### src/rtl/tt_pkg.sv
// rtl/tt_pkg.sv - shared widths and state encoding for the truth-table capture and classification stages
package tt_pkg;

  localparam int N_IN     = 7;
  localparam int TT_W     = 128;
  localparam int ONES_W   = 8;
  localparam int SETTLE_W = 4;

  typedef enum logic [1:0] {
    IDLE  = 2'd0,
    SWEEP = 2'd1,
    DONE  = 2'd2
  } state_t;

endpackage

### src/rtl/tt_settle_timer.sv
// rtl/tt_settle_timer.sv - loadable down-counter; tick marks the last cycle of each SETTLE window
module tt_settle_timer
  import tt_pkg::*;
#(
  parameter int SETTLE = 1
) (
  input  logic clk,
  input  logic rst,
  input  logic load,
  input  logic en,
  output logic tick
);

  localparam logic [SETTLE_W-1:0] RELOAD = SETTLE_W'(SETTLE - 1);

  logic [SETTLE_W-1:0] cnt;

  // tick is combinational so the sampling edge is the one that closes the window
  assign tick = en && (cnt == '0);

  always_ff @(posedge clk or posedge rst) begin
    if (rst) begin
      cnt <= '0;
    end else if (load) begin
      cnt <= RELOAD;
    end else if (en) begin
      if (cnt == '0) cnt <= RELOAD;
      else           cnt <= cnt - 1'b1;
    end
  end

endmodule

### src/rtl/tt_sweep_capture.sv
// rtl/tt_sweep_capture.sv - exhaustive 7-input truth-table sweep with popcount and golden compare
module tt_sweep_capture
  import tt_pkg::*;
#(
  parameter int              SETTLE    = 1,
  parameter logic [TT_W-1:0] GOLDEN_TT = '0
) (
  input  logic              clk,
  input  logic              rst,
  input  logic              start,
  input  logic              abort,
  output logic              busy,
  output logic [N_IN-1:0]   x,
  input  logic              f_in,
  output logic [TT_W-1:0]   tt,
  output logic [ONES_W-1:0] ones,
  output logic              match,
  output logic              tt_valid,
  input  logic              tt_ready
);

  localparam logic [N_IN-1:0] LAST_X = N_IN'(TT_W - 1);

  state_t          state;
  logic            tick;
  logic            timer_load;
  logic            timer_en;
  logic [TT_W-1:0] tt_next;

  assign timer_load = (state == IDLE) && start;
  assign timer_en   = (state == SWEEP) && !abort;

  tt_settle_timer #(
    .SETTLE (SETTLE)
  ) u_timer (
    .clk  (clk),
    .rst  (rst),
    .load (timer_load),
    .en   (timer_en),
    .tick (tick)
  );

  // x doubles as the sweep index; the final table feeds the match compare in the same edge
  always_comb begin
    tt_next    = tt;
    tt_next[x] = f_in;
  end

  always_ff @(posedge clk or posedge rst) begin
    if (rst) begin
      state    <= IDLE;
      x        <= '0;
      busy     <= 1'b0;
      tt       <= '0;
      ones     <= '0;
      match    <= 1'b0;
      tt_valid <= 1'b0;
    end else begin
      case (state)
        IDLE: begin
          if (start) begin
            state <= SWEEP;
            x     <= '0;
            busy  <= 1'b1;
            tt    <= '0;
            ones  <= '0;
            match <= 1'b0;
          end
        end
        SWEEP: begin
          if (abort) begin
            state <= IDLE;
            x     <= '0;
            busy  <= 1'b0;
            tt    <= '0;
            ones  <= '0;
          end else if (tick) begin
            tt   <= tt_next;
            ones <= ones + ONES_W'(f_in);
            if (x == LAST_X) begin
              state    <= DONE;
              x        <= '0;
              busy     <= 1'b0;
              tt_valid <= 1'b1;
              match    <= (tt_next == GOLDEN_TT);
            end else begin
              x <= x + 1'b1;
            end
          end
        end
        DONE: begin
          if (tt_ready) begin
            tt_valid <= 1'b0;
            state    <= IDLE;
          end
        end
        default: state <= IDLE;
      endcase
    end
  end

endmodule

### config.mk
export PLATFORM = sky130hd
export DESIGN_NAME = tt_sweep_capture
export DESIGN_NICKNAME = d
export VERILOG_FILES = /design/src/rtl/tt_pkg.sv /design/src/rtl/tt_settle_timer.sv /design/src/rtl/tt_sweep_capture.sv
export SDC_FILE = /design/constraint.sdc
export NUM_CORES = 1
export LEC_CHECK = 0
export CORE_MARGIN = 3
export CORE_UTILIZATION = 55
export CTS_CLUSTER_DIAMETER = 200
export CTS_CLUSTER_SIZE = 24
export DETAILED_ROUTE_END_ITERATION = 16
export GPL_ROUTABILITY_DRIVEN = 0
export PLACE_DENSITY_LB_ADDON = 0.12
export REMOVE_ABC_BUFFERS = 1
export SLEW_MARGIN = 10
export SYNTH_ARGS = -nofsm -noshare
export SYNTH_HDL_FRONTEND = slang
export SYNTH_SLANG_ARGS = --single-unit
export TNS_END_PERCENT = 100
### constraint.sdc
create_clock -name clk -period 9.2 [get_ports clk]
set_input_delay 1.84 -clock clk [delete_from_list [all_inputs] [get_ports clk]]
set_output_delay 1.84 -clock clk [all_outputs]
set_load 0.02 [all_outputs]
==> results of run 1 <==
## routing by layer
metal  GRT usage [%]  wire length (µm)  part of all wire (%)
met1            53.8             13200                    36
met2            57.3             15900                    43
met3            13.5              5750                    16
met4            22.2              2240                   6.1
met5               0                 0                     0
## registers in the layout (all words and copies together), names as in the netlist
register,flops
tt,128
ones,8
x,7
u_timer.cnt,4
state,2
busy,1
match,1
tt_valid,1
## layout make-up
class,instances,area (µm²),share of cell area (%)
Multi-Input combinational cell,822,4850,42.6
Inverter,5,23.8,0.209
Timing Repair Buffer,185,1770,15.5
Sequential cell,152,3800,33.4
Tap cell,216,270,2.37
Clock buffer,19,453,3.98
Clock inverter,13,216,1.90
## critical path, cell delays in order
cell	delay [ns]
clkdlybuf4s50_1	0.42
or3b_2	0.60
nor2_1	0.25
or3_2	0.75
buf_4	0.71
nor2_1	0.20
nand3_1	0.15
xor2_1	0.17
nor2_1	0.05
## through the flow
stage               hold WS (ns)  power, mW
floorplan                  0.502       1.14
global placement           0.498       1.38
detailed placement         0.505       1.39
CTS                        0.518       2.18
global route               0.531       2.29
finish                     0.520       2.22
## worst paths after layout
path                                        to  slack, ns  cells past startpoint
max reg2reg                  match$_DFFE_PP0P_       4.98                      8
max in group asynchronous  tt[117]$_DFFE_PP0P_       5.75                      3
max                        ones[7]$_DFFE_PP0P_       4.29                      9
min                        tt[119]$_DFFE_PP0P_       0.52                      1
min reg2reg                tt[119]$_DFFE_PP0P_       0.52                      1
min in group asynchronous   tt[65]$_DFFE_PP0P_       1.89                      2
## placed cells by master, fill, tap and decap left out, drive strengths merged, types with 11 or more instances in the layout
master and count:
a21oi 148, o21ai 277, nor2 48, nand2 35
a22o 18, a211oi 18, o31ai 48, clkbuf 19
dfrtp 152, o22ai 15, nand4 16, o22a 11
clkdlybuf4s50 151, a31oi 13, nor3 15, nand3 18
nor4 14, buf 34
## kinds of logic after synthesis
family | count (synthesis)
compound gates | 582
xor+xnor | 10
fa+ha+maj | 3
buf+inv | 135
flops | 152
mux | 3
simple gates | 224
## power groups by stage
stage	Sequential (mW)	Clock, mW	Combinational (mW)
after global routing	0.707	0.831	0.749
after global placement	0.717	0	0.661
after detailed placement	0.717	0	0.670
final	0.706	0.802	0.715
after floorplan	0.751	0	0.394
after CTS	0.706	0.798	0.679
==> impl_metrics.yaml, run 1 <==
worst_setup_path:
  critPathMaxFanout: 76
  cp-end-kind: "flop"
  startpoint: "abort"
  setup.worst_path.class: "input pin to flop"
  reg2reg_from: "x[3]$_DFFE_PP0P_"
  cp.required_ns: 9.51
  worstPathArrival_ns: 5.21
  critPathLaunchType: "input pin"
power:
  swShare_pct: 38.3
  switchingPower_uw: 850
  power_frac_seq_pct: 31.8
  p_leak_nw: 4.57
  power.density_nw_per_um2: 195
  internal_power_mw: 1.37
  comb_power_share_pct: 32.2
  ir_drop_mv: 0.199
  clkPwrFrac_pct: 36.1
clock_tree:
  htreeDepth: 4
  path_clk_slew_ns: 0.06
  clk-insertion-delay-late_ns: 0.44
  tritoncts: "yes"
  cts_max_path_buffers: 2
  clkSinkCount: 152
  numCtsBuffers: 17
  holdBufCountCts: 0
  cts_setup_buffers: 0
  cts_root_buf: "clkbuf_16"
  postCtsResizedCells: 0
cells_and_area:
  diodes: 0
  syn_to_final_growth_pct: 24.4
  fin_util_pct: 70.7
  final_net_count: 1192
  drive_above_1_share_pct: 7.44
  nFillCells: 1307
  design_area_um2: 11400
  final_cells: 1412
logic_synthesis:
  synth_compound_area_share_pct: 36.6
  ys.flop_type: "dfrtp_1"
  yosysMostFrequentCell: "o21ai_0"
  yosysUniqueCellTypes: 63
  seq_area_frac_synth_pct: 41.5
  async_flop_share_pct: 100
  netlist_instances: 1109
  synth_edf_count: 0
  synthTopCellsByCount: "o21ai_0, dfrtp_1, a21oi_1"
  yosysTopAreaCellShare_pct: 41.5
  yosys-top-cells-area: "dfrtp_1, o21ai_0, a21oi_1"
  yosysTopAreaCell: "dfrtp_1"
  synth_xor_area_share_pct: 0.957
  synthMuxAreaShare_pct: 0.328
  yosys_warnings: 0
  ys_seq_elements: 152
  syn_avg_cell_area_um2: 8.26
  synth_top_family_by_area: "compound AO/OA/AOI/OAI gates"
  synth_fa_ha_area_share_pct: 0.410
  syn_area_um2: 9160
  synth-simple-area-share_pct: 14.0
floorplanning:
  coreArea_um2: 16100
  pin_count: 152
  start_util_pct: 56.8
  die_y_um: 135
  fp.dieW_um: 135
  num_rows: 46
  die_area_um2: 18200
drt:
  wl_um: 37100
  postRouteAntennaNets: 0
  vias: 10526
  drtPass1Iterations: 6
  wl_per_cell_um: 26.2
  drt-initial-drc-count: 1919
  viasPerCell: 7.45
  drc: 0
grt:
  first_global_vias: 9732
  grt_pass1_wl_um: 56400
  antenna_found_initial: 0
  grt_max_degree: 96
  grt_usage_pct: 40.1
  grt-ovfl-total: 0
hold_path:
  worstHoldStart: "tt[119]$_DFFE_PP0P_"
  worstHoldPathType: "flop to flop"
timing:
  finalSetupViolCount: 0
  fmax_mhz: 204
  fin_ws_ns: 4.29
  skew_ns: 0.0131
  setup_tns_ns: 0
  rsz0062_at_grt: "no"
  hold_viol: 0
  post-route-period-util_pct: 53.3
  maxSlewHeadroom_pct: 12.0
  fin_crit_ns: 4.91
  finalMaxSlewViolations: 0
  worst_pin_slew_ns: 1.31
place:
  place_area_um2: 10700
  dpl_worst_slack_ns: 4.00
  hpwlAfterDp_um: 22500
  port_buffers: 151
  place_inst: 1380
run_status:
  outcome: "complete, no violations"
run:
  maxCapViolCount: 0
(Power assumes the default switching activity.)
==> run 2, diff against run 1 <==
--- a/config.mk
+++ b/config.mk
@@ -6,7 +6,7 @@
 export NUM_CORES = 1
 export LEC_CHECK = 0
 export CORE_MARGIN = 3
-export CORE_UTILIZATION = 55
+export CORE_UTILIZATION = 54
 export CTS_CLUSTER_DIAMETER = 200
 export CTS_CLUSTER_SIZE = 24
 export DETAILED_ROUTE_END_ITERATION = 16
==> constraint.sdc (replaced) <==
create_clock -name clk -period 5 [get_ports clk]
set_input_delay 1 -clock clk [delete_from_list [all_inputs] [get_ports clk]]
set_output_delay 1 -clock clk [all_outputs]
set_load 0.02 [all_outputs]
==> impl_metrics.yaml, run 2 (synthesis gave the netlist of run 1 again) <==
grt:
  grt_usage_pct: 39.1
  grt_pass1_wl_um: 55900
  use_met1_pct: 52.1
  grt-ovfl-total: 0
  met3_usage_pct: 11.7
  busiest_layer: "met2"
  antenna_found_initial: 1
  grtUsageMet2_pct: 56.7
  grt_max_degree: 94
  first_global_vias: 9785
timing:
  fmax_mhz: 243
  setup_tns_ns: 0
  finalMaxSlewViolations: 0
  maxSlewHeadroom_pct: 15.7
  hold_viol: 0
  fin_crit_ns: 4.12
  post-route-period-util_pct: 82.4
  skew_ns: 0.00879
  worst_pin_slew_ns: 1.26
  finalSetupViolCount: 0
  rsz0062_at_grt: "no"
worst_setup_path:
  critPathMaxFanout: 30
  cp.required_ns: 5.37
  worstPathArrival_ns: 4.50
  setup.worst_path.class: "flop to flop"
  cp-end-kind: "flop"
  critPathLaunchType: "flop"
clock_tree:
  holdBufCountCts: 0
  tritoncts: "yes"
  cts_setup_buffers: 0
  path_clk_slew_ns: 0.06
  clk-insertion-delay-late_ns: 0.44
  clkSinkCount: 152
  cts_max_path_buffers: 2
  postCtsResizedCells: 0
  cts_root_buf: "clkbuf_16"
  numCtsBuffers: 17
  htreeDepth: 4
place:
  port_buffers: 151
  hpwlAfterDp_um: 22900
  place_inst: 1380
  place_area_um2: 10700
cells_and_area:
  drive_above_1_share_pct: 7.28
  design_area_um2: 11300
  diodes: 0
  fin_util_pct: 69.5
  final_cell_mix: "o21ai_0, dfrtp_1, clkdlybuf4s50_1, a21oi_1"
  largest_register_ffs: 128
  reg_top3: "tt x128, ones x8, x x7"
  final_common_cell: "o21ai_0"
  syn_to_final_growth_pct: 23.2
  final_cells: 1411
  top_register: "tt"
  final_net_count: 1192
drt:
  vias: 10383
  wl_per_cell_um: 25.7
  drtPass1Iterations: 8
  postRouteAntennaNets: 0
  wl_um: 36300
  viasPerCell: 7.36
  drt-initial-drc-count: 1813
  drc: 0
run_status:
  outcome: "complete, no violations"
power:
  switchingPower_mw: 1.56
  internal_power_mw: 2.28
  power.density_nw_per_um2: 340
  swShare_pct: 40.6
  ir_drop_mv: 0.323
  clkPwrFrac_pct: 31.7
  p_leak_nw: 4.51
  power_frac_seq_pct: 34.5
  comb_power_share_pct: 33.8
floorplanning:
  start_util_pct: 56.4
  coreArea_um2: 16200
  fp.dieW_um: 136
  num_rows: 46
  pin_count: 152
  die_area_um2: 18600
  die_y_um: 136
hold_path:
  worstHoldPathType: "flop to flop"
run:
  maxCapViolCount: 0
==> run 2: cell types whose count changed in the layout (fill, tap and decap cells not counted) <==
cell | previous run | this run
dfrtp_2 | 0 | 1
bufinv_16 | 5 | 0
clkinv_2 | 0 | 2
nor3_4 | 0 | 1
buf_12 | 0 | 2
nor3_1 | 10 | 12
clkinvlp_4 | 3 | 4
nor3_2 | 5 | 2
dfrtp_1 | 152 | 151
clkinv_4 | 2 | 1
inv_6 | 4 | 6
buf_4 | 34 | 32
==> run 2: final timing paths <==
path | from | end | slack (ns) | cells after the start
max | x[4]$_DFFE_PP0P_ | match$_DFFE_PP0P_ | 0.88 | 8
min | busy$_DFFE_PP0P_ | busy$_DFFE_PP0P_ | 0.51 | 2
max reg2reg | x[4]$_DFFE_PP0P_ | match$_DFFE_PP0P_ | 0.88 | 8
min reg2reg | busy$_DFFE_PP0P_ | busy$_DFFE_PP0P_ | 0.51 | 2
max in group asynchronous | rst | tt[101]$_DFFE_PP0P_ | 3.10 | 3
min in group asynchronous | rst | tt[87]$_DFFE_PP0P_ | 1.06 | 2
==> run 2: per-layer routing <==
layer / vias to the layer above / share of wire (%)
li1: 4357 / -
met1: 4827 / 36
met2: 983 / 43
met3: 214 / 15
met4: 2 / 5.9
met5: - / 0.022
==> run 2: layout make-up <==
type,count,area [µm²]
clock buffers,19,453
clock inverters,12,92.6
fillers,1360,4950
inverters,5,23.8
multi-input cells,822,4850
flip-flops and latches,152,3800
well taps,216,270
repair buffers,185,1790
==> run 2: power groups by stage <==
stage | Sequential (mW) | Combinational, mW | Clock, mW
floorplan | 1.38 | 0.724 | 0
global placement | 1.35 | 1.21 | 0
CTS | 1.32 | 1.24 | 1.21
finish | 1.32 | 1.30 | 1.22
global route | 1.33 | 1.36 | 1.27
detailed placement | 1.34 | 1.23 | 0
==> run 2: stage by stage <==
| step | worst slack, ns | power [mW] | hold WS [ns] |
|---|---|---|---|
| CTS | 1.09 | 3.77 | 0.513 |
| global placement | 1.19 | 2.56 | 0.493 |
| global route | 0.719 | 3.96 | 0.521 |
| detailed placement | 1.12 | 2.58 | 0.502 |
| finish | 0.879 | 3.84 | 0.505 |
| floorplan | -0.205 | 2.11 | 0.502 |
==> run 2: critical path, cell delays in order (launching register included) <==
cell,delay [ns]
dfrtp_1,0.96
buf_4,0.37
nand4b_1,0.67
o21ai_0,0.41
nand4_1,0.18
or4_1,0.64
nor4_1,0.34
and4_1,0.28
a32o_1,0.18
